[src/rtl/sound_pkg.sv]
// Shared source codes, FSM encoding and counter widths for the sound arbiter.
package sound_pkg;
  localparam int PHASE_W = 17;
  localparam int TICK_W  = 6;

  // Codes double as priorities: a larger code always wins.
  typedef enum logic [1:0] {
    SRC_NONE = 2'd0,
    SRC_JUMP = 2'd1,
    SRC_MILE = 2'd2,
    SRC_OVER = 2'd3
  } src_t;

  typedef enum logic {
    IDLE = 1'b0,
    PLAY = 1'b1
  } state_t;

  function automatic src_t src_max(input src_t a, input src_t b);
    return (a > b) ? a : b;
  endfunction

  function automatic src_t src_min(input src_t a, input src_t b);
    return (a > b) ? b : a;
  endfunction
endpackage

[src/rtl/sound_arbiter_tone_gen.sv]
// Square-wave generator: phase counter that toggles the output each half period.
module tone_gen
  import sound_pkg::*;
(
  input  logic               clk,
  input  logic               rst,
  input  logic [PHASE_W-1:0] half,
  input  logic               clr,
  input  logic               en,
  output logic               sound
);
  logic [PHASE_W-1:0] phase;

  always_ff @(posedge clk or posedge rst) begin
    if (rst) begin
      phase <= '0;
      sound <= 1'b0;
    end else if (clr || !en) begin
      phase <= '0;
      sound <= 1'b0;
    end else if (phase == half - PHASE_W'(1)) begin
      phase <= '0;
      sound <= ~sound;
    end else begin
      phase <= phase + PHASE_W'(1);
    end
  end
endmodule

[src/rtl/sound_arbiter.sv]
// Fixed-priority audio event arbiter with one deferred slot and tick-timed tones.
// Optional feature macro: SOUND_MILESTONE_EN (milestone requests participate).
module sound_arbiter
  import sound_pkg::*;
#(
  parameter int JUMP_HALF  = 25000,
  parameter int MILE_HALF  = 12500,
  parameter int OVER_HALF  = 50000,
  parameter int JUMP_TICKS = 6,
  parameter int MILE_TICKS = 10,
  parameter int OVER_TICKS = 30
) (
  input  logic       clk,
  input  logic       rst,
  input  logic       game_tick,
  input  logic       req_jump,
  input  logic       req_mile,
  input  logic       req_over,
  output logic       sound,
  output logic       busy,
  output logic [1:0] active_src
);
  state_t             state;
  src_t               act, pend, nxt_act, nxt_pend;
  src_t               req_top, req_2nd;
  logic [TICK_W-1:0]  tick_cnt, ticks_sel;
  logic [PHASE_W-1:0] half_sel;
  logic               mile_eff, tick_end, start, stop;

`ifdef SOUND_MILESTONE_EN
  assign mile_eff = req_mile;
`else
  logic unused_mile;
  assign mile_eff    = 1'b0;
  assign unused_mile = req_mile;
`endif

  always_comb begin
    req_top = SRC_NONE;
    req_2nd = SRC_NONE;
    if (req_over) begin
      req_top = SRC_OVER;
      if (mile_eff)      req_2nd = SRC_MILE;
      else if (req_jump) req_2nd = SRC_JUMP;
    end else if (mile_eff) begin
      req_top = SRC_MILE;
      if (req_jump) req_2nd = SRC_JUMP;
    end else if (req_jump) begin
      req_top = SRC_JUMP;
    end
  end

  always_comb begin
    case (act)
      SRC_MILE: begin half_sel = PHASE_W'(MILE_HALF); ticks_sel = TICK_W'(MILE_TICKS); end
      SRC_OVER: begin half_sel = PHASE_W'(OVER_HALF); ticks_sel = TICK_W'(OVER_TICKS); end
      default:  begin half_sel = PHASE_W'(JUMP_HALF); ticks_sel = TICK_W'(JUMP_TICKS); end
    endcase
  end

  assign tick_end = (state == PLAY) && game_tick && (tick_cnt == ticks_sel - TICK_W'(1));

  // End cycle: incoming request and pending compete, loser is kept as pending.
  // Otherwise an equal-or-higher request (re)starts, anything lower is deferred.
  always_comb begin
    nxt_act  = act;
    nxt_pend = pend;
    start    = 1'b0;
    stop     = 1'b0;
    if (tick_end) begin
      nxt_act  = src_max(req_top, pend);
      nxt_pend = src_max(src_min(req_top, pend), req_2nd);
      start    = (nxt_act != SRC_NONE);
      stop     = !start;
    end else if (req_top != SRC_NONE && req_top >= act) begin
      nxt_act  = req_top;
      nxt_pend = src_max(pend, req_2nd);
      start    = 1'b1;
    end else begin
      nxt_pend = src_max(pend, req_top);
    end
  end

  always_ff @(posedge clk or posedge rst) begin
    if (rst) begin
      state    <= IDLE;
      act      <= SRC_NONE;
      pend     <= SRC_NONE;
      tick_cnt <= '0;
    end else begin
      act  <= nxt_act;
      pend <= nxt_pend;
      if (start) begin
        state    <= PLAY;
        tick_cnt <= '0;
      end else if (stop) begin
        state    <= IDLE;
        tick_cnt <= '0;
      end else if (state == PLAY && game_tick) begin
        tick_cnt <= tick_cnt + TICK_W'(1);
      end
    end
  end

  assign busy       = (state == PLAY);
  assign active_src = act;

  tone_gen u_tone (
    .clk   (clk),
    .rst   (rst),
    .half  (half_sel),
    .clr   (start | stop),
    .en    (busy),
    .sound (sound)
  );
endmodule

[config.mk]
export PLATFORM = sky130hd
export DESIGN_NAME = sound_arbiter
export DESIGN_NICKNAME = d
export VERILOG_FILES = /design/src/rtl/sound_pkg.sv /design/src/rtl/sound_arbiter_tone_gen.sv /design/src/rtl/sound_arbiter.sv
export SDC_FILE = /design/constraint.sdc
export NUM_CORES = 1
export LEC_CHECK = 0
export CAP_MARGIN = 10
export CORE_AREA = 2 2 65 67
export CTS_CLUSTER_SIZE = 40
export DETAILED_ROUTE_END_ITERATION = 8
export DIE_AREA = 0 0 67 69
export PLACE_DENSITY = 0.78
export SLEW_MARGIN = 15
export SYNTH_ARGS = -nofsm -noshare
export SYNTH_HDL_FRONTEND = slang
export SYNTH_HIERARCHICAL = 1
export SYNTH_SLANG_ARGS = --single-unit
[constraint.sdc]
create_clock -name clk -period 4.2 [get_ports clk]
set_input_delay 1.26 -clock clk [delete_from_list [all_inputs] [get_ports clk]]
set_output_delay 1.26 -clock clk [all_outputs]
set_load 0.05 [all_outputs]
==> results.json, run 1 <==
{
  "min_path_type": "flip-flop to flip-flop",
  "run_status": "finished clean",
  "tns_ns": 0,
  "dieArea_um2": 4623,
  "insertion_delay_ns": 0.28,
  "syn-instance-count": 256,
  "die_h_um": 69,
  "diodes": 0,
  "synth_edf_count": 0,
  "path_clk_slew_ns": 0.06,
  "numCtsBuffers": 5,
  "cp.arrival_ns": 3.57,
  "place_area_um2": 2462,
  "min_period_over_period_pct": 79.87,
  "start_kind": "primary input",
  "critPathCaptureType": "flip-flop",
  "place_congestion": 0.7901,
  "syn_to_final_growth_pct": 10.36,
  "crit_fanout": 19,
  "antenna_found_initial": 0,
  "path_cells": "clkdlybuf4s50_1 > ha_1 > o22ai_2 > nand2_4 > nand2b_1 > nor2_1 > mux2_4",
  "drive_above_1_share_pct": 7.971,
  "power_density_nw_per_um2": 445.2,
  "grt_pass1_wl_um": 7797,
  "critPathBufInv": 1,
  "worstReg2RegStart": "active_src[1]",
  "ctsResizeCount": 0,
  "worst_slew_pin_slew_ns": 0.7237,
  "fin_util_pct": 65.03,
  "start_util_pct": 58.92,
  "grt.total_usage_pct": 21.49,
  "regArea_um2": 725.7,
  "cts_max_level": 2,
  "wl_um": 4331,
  "syn_avg_cell_area_um2": 9.008,
  "tritoncts": "yes",
  "cts_buffer_depth": 2,
  "ys.flop_type": "dfrtp_1",
  "postCtsSetupRepairBufs": 0,
  "portBuffers": 8,
  "critical_path_class": "primary input to flip-flop",
  "dpl.hpwl_um": 3168,
  "fin_nets": 292,
  "coreArea_um2": 3914,
  "grt_max_degree": 20,
  "worstSetupStartpoint": "req_over",
  "vias": 1815,
  "crit_family": "simple AND/OR/NAND/NOR gates",
  "p_leak_nw": 1.023,
  "syn_area_um2": 2306,
  "viasPerCell": 5.567,
  "async_reset_ff_share_pct": 100.0,
  "place_ws_ns": 0.5677,
  "drcViolationCount": 0,
  "synth-seq-cells": 29,
  "final-max-slew-violation-count": 0,
  "slew_headroom_pct": 51.76,
  "first_pass_iters": 4,
  "hold_viol": 0,
  "setup_viol": 0,
  "die_w_um": 67,
  "layout_setup_ws_ns": 0.8456,
  "drt_iter0_markers": 69,
  "clock_skew_ns": 0.008526,
  "grt-ovfl-total": 0,
  "hp-start": "u_tone/phase[0]",
  "seq_area_frac_synth_pct": 31.47,
  "min_period_ns": 3.354,
  "multi_input_area_um2": 1511,
  "cts_root_buf": "clkbuf_8",
  "cpPeakStageDelay_ns": 0.65,
  "maxCapViolations": 0,
  "fill_cells": 328,
  "rsz0062_at_grt": "no",
  "yosysWarnings": 6,
  "fmax_mhz": 298.1,
  "grt_pass1_vias": 1729,
  "ant_nets": 0,
  "wl_per_cell_um": 13.29,
  "worstPathRequired_ns": 4.42,
  "stdcell_area_um2": 2545,
  "whs_ns": 0.5560,
  "slowest_stage": "clkdlybuf4s50_1",
  "ir_drop_mv": 0.3531,
  "placementRows": 23,
  "num_io_pins": 10,
  "clock_sinks": 29,
  "netlist-cell-type-count": 54,
  "holdBufCountCts": 0
}
report_power, final:
group | internal [W] | leakage (nW) | switching, W
combinational | 0.000217 | 0.595 | 0.000311
sequential | 0.000320 | 0.383 | 0.0000702
clock | 0.000114 | 0.0450 | 0.000101
total | 0.000651 | 1.02 | 0.000482
final timing paths:
kind	endpoint	slack (ns)	depth (start not counted)
setup / recovery	u_tone/sound	0.85	7
hold / removal	u_tone/phase[0]	0.56	1
setup reg to reg	u_tone/phase[1]	0.91	8
hold reg to reg	u_tone/phase[0]	0.56	1
max in group asynchronous	u_tone/phase[8]	2.35	2
min in group asynchronous	tick_cnt[2]	1.30	2
sequential cells by signal (all words and copies together) (netlist names):
signal	cells
active_src	2
busy	1
pend	2
tick_cnt	6
u_tone/phase	17
u_tone/sound	1
stage by stage:
step	total power, W	cells
floorplan	0.0008210	270
global placement	0.0009010	318
detailed placement	0.0009149	318
CTS	0.001135	326
global route	0.001225	326
finish	0.001133	326
kinds of logic after synthesis:
kind of cell / Yosys count / synth area share, %
compound gates: 29 / 11.18
fa+ha+maj: 11 / 5.968
simple gates: 109 / 27.29
flops: 29 / 31.47
other cells: 1 / 0.1626
buf+inv: 29 / 5.263
xor+xnor: 44 / 16.71
mux: 4 / 1.953
cells in the mapped netlist (all sizes together) (3+ instances only):
cell	number	area share, %
nor3	21	4.6
nand2b	5	1.4
xor2	14	5.3
nor3b	3	0.98
a31oi	3	0.81
nand3b	3	0.98
nand3	10	2.2
dfrtp	29	31
and3	3	0.81
nand4	10	2.7
o21ai	6	1.3
ha	11	6.0
nor4	3	1.7
clkbuf	9	1.5
nor2	20	3.3
buf	4	1.2
xnor2	30	11
nand4b	3	1.1
nand2	16	2.9
mux2i	3	1.3
inv	16	2.6
cell usage in the layout, fill, tap and decap left out, types with 6 or more instances in the layout:
cell,count
xnor2_1,30
dfrtp_1,29
nor3_1,21
nor2_1,20
inv_1,16
nand2_1,15
conb_1,15
xor2_1,14
ha_1,11
nand4_1,10
nand3_1,10
clkdlybuf4s50_1,8
o21ai_0,6
final cells by class:
cell class | count | share of cell area, %
clock buffers | 6 | 2.852
well taps | 50 | 2.458
multi-input cells | 212 | 59.39
repair buffers | 11 | 4.031
clock inverters | 2 | 0.3933
inverters | 16 | 2.360
flip-flops and latches | 29 | 28.52
per-layer routing:
metal / routed length, um / track usage [%] / vias up
li1: - / - / 920
met1: 1973 / 28.45 / 854
met2: 2180 / 34.54 / 35
met3: 114 / 4.894 / 6
met4: 62 / 6.576 / 0
met5: 0 / 0 / -
Power figures use the tool's default switching activity.
==> run 2, diff against run 1 <==
--- a/config.mk
+++ b/config.mk
@@ -6,11 +6,11 @@
 export NUM_CORES = 1
 export LEC_CHECK = 0
 export CAP_MARGIN = 10
-export CORE_AREA = 2 2 65 67
+export CORE_AREA = 2 2 68 70
 export CTS_CLUSTER_SIZE = 40
 export DETAILED_ROUTE_END_ITERATION = 8
-export DIE_AREA = 0 0 67 69
-export PLACE_DENSITY = 0.78
+export DIE_AREA = 0 0 70 72
+export PLACE_DENSITY = 0.75
 export SLEW_MARGIN = 15
 export SYNTH_ARGS = -nofsm -noshare
 export SYNTH_HDL_FRONTEND = slang
==> constraint.sdc (replaced) <==
create_clock -name clk -period 3.05 [get_ports clk]
set_input_delay 0.915 -clock clk [delete_from_list [all_inputs] [get_ports clk]]
set_output_delay 0.915 -clock clk [all_outputs]
set_load 0.05 [all_outputs]
==> results.json, run 2 (synthesis results as in run 1) <==
{
  "run_status": "finished clean",
  "fin_nets": 305,
  "path_clk_slew_ns": 0.07,
  "tns_ns": 0,
  "p_clk_share_pct": 18.4,
  "power_density_nw_per_um2": 622.8,
  "min_period_over_period_pct": 88.60,
  "fmax_mhz": 370.1,
  "drive_above_1_share_pct": 12.80,
  "start_kind": "flip-flop",
  "fin_util_pct": 62.35,
  "fill_cells": 376,
  "vias": 1894,
  "placementRows": 24,
  "grt.total_usage_pct": 19.24,
  "worstReg2RegStart": "active_src[0]",
  "whs_ns": 0.5384,
  "worstPathRequired_ns": 3.20,
  "holdBufCountCts": 0,
  "hold_viol": 0,
  "critical_path_class": "flip-flop to flip-flop",
  "ant_nets": 0,
  "maxCapViolations": 0,
  "first_pass_iters": 4,
  "worstSetupStartpoint": "active_src[0]",
  "crit_fanout": 11,
  "largest_reg_flops": 17,
  "cts_max_level": 2,
  "die_h_um": 72,
  "antenna_found_initial": 0,
  "multi_input_area_um2": 1520,
  "syn_to_final_growth_pct": 15.30,
  "reg2reg_depth": 9,
  "start_util_pct": 54.08,
  "min_path_type": "flip-flop to flip-flop",
  "diodes": 0,
  "clock_sinks": 29,
  "cp.arrival_ns": 2.86,
  "portBuffers": 8,
  "top_regs": "u_tone/phase: 17 flops, tick_cnt: 6 flops",
  "grt_pass1_vias": 1821,
  "numCtsBuffers": 5,
  "wl_per_cell_um": 13.50,
  "tritoncts": "yes",
  "grt-ovfl-total": 0,
  "die_w_um": 70,
  "final_common_cell": "xnor2_1",
  "p_leak_nw": 1.089,
  "ir_drop_mv": 0.5198,
  "clock_skew_ns": 0.007044,
  "setup_viol": 0,
  "coreArea_um2": 4264,
  "rr_endpoint": "u_tone/phase[13]",
  "dieArea_um2": 5040,
  "hp-start": "u_tone/phase[0]",
  "final-max-slew-violation-count": 0,
  "regArea_um2": 726.9,
  "slew_headroom_pct": 53.65,
  "grt_pass1_wl_um": 7879,
  "rsz0062_at_grt": "no",
  "power_frac_seq_pct": 31.4,
  "place_ws_ns": 0.1299,
  "critPathCaptureType": "flip-flop",
  "hold_depth": 1,
  "grt_max_degree": 20,
  "wl_um": 4604,
  "insertion_delay_ns": 0.28,
  "final_cell_mix": "30 x xnor2_1, 28 x dfrtp_1, 21 x nor3_1",
  "cts_buffer_depth": 2,
  "p_int_w": 0.0009663,
  "drcViolationCount": 0,
  "worst_slew_pin_slew_ns": 0.6944,
  "num_io_pins": 10,
  "place_congestion": 0.8500,
  "cts_root_buf": "clkbuf_8",
  "switching_share_pct": 41.64,
  "dpl.hpwl_um": 3483,
  "min_to": "u_tone/phase[0]",
  "regMostFlops": "u_tone/phase",
  "drt_iter0_markers": 78,
  "layout_setup_ws_ns": 0.3477,
  "viasPerCell": 5.554,
  "p_comb_share_pct": 50.2,
  "switchingPower_w": 0.0006895,
  "min_period_ns": 2.702,
  "rrSetupSlack_ns": 0.35
}
[run 2: through the flow]
stage	instance area, um^2	power (W)	std cells
floorplan	2360	0.001132	270
global placement	2564	0.001324	333
detailed placement	2564	0.001350	333
CTS	2650	0.001660	341
global route	2659	0.001780	341
finish	2659	0.001656	341
[run 2: worst max path at each step]
stage	to	slack (ns)	cells past startpoint
after floorplan	u_tone/sound	0.01	10
after global placement	busy	0.17	8
after detailed placement	busy	0.13	8
after CTS	u_tone/phase[13]	0.26	9
after global routing	u_tone/phase[6]	0.08	9
final	u_tone/phase[13]	0.35	9
[run 2: worst max-delay path: stages (launching register included)]
cell       delay [ns]
dfrtp_2          0.44
nand2b_1         0.15
inv_1            0.12
or4_1            0.58
o21ai_0          0.19
o311a_1          0.20
o2111ai_1        0.19
a2111oi_4        0.39
buf_4            0.26
nor3_1           0.07
[run 2: layer usage]
| layer | track usage [%] | up-vias | routed length (um) |
|---|---|---|---|
| met5 | 0 | - | 0 |
| met4 | 6.838 | 0 | 60 |
| met3 | 2.639 | 6 | 130 |
| met2 | 34.07 | 37 | 2274 |
| met1 | 24.23 | 897 | 2139 |
| li1 | - | 954 | - |
[run 2: repair_timing]
action	4_1_cts	5_1_grt
setup endpoints to repair	0	12
gates resized for setup	0	1
setup buffers	0	0
[run 2: power by group through the flow]
| stage | logic [W] | clock network, W | registers, W |
|---|---|---|---|
| floorplan | 0.000609 | 0 | 0.000522 |
| global placement | 0.000802 | 0 | 0.000522 |
| detailed placement | 0.000825 | 0 | 0.000525 |
| CTS | 0.000827 | 0.000313 | 0.000520 |
| global route | 0.000926 | 0.000325 | 0.000529 |
| finish | 0.000831 | 0.000305 | 0.000520 |
[run 2: area by class of cell]
class | instances | share of cell area [%]
Clock inverter | 3 | 0.6588
Inverter | 16 | 2.259
Tap cell | 52 | 2.447
Clock buffer | 5 | 2.588
Timing Repair Buffer | 24 | 7.529
Multi-Input combinational cell | 212 | 57.18
Sequential cell | 29 | 27.34
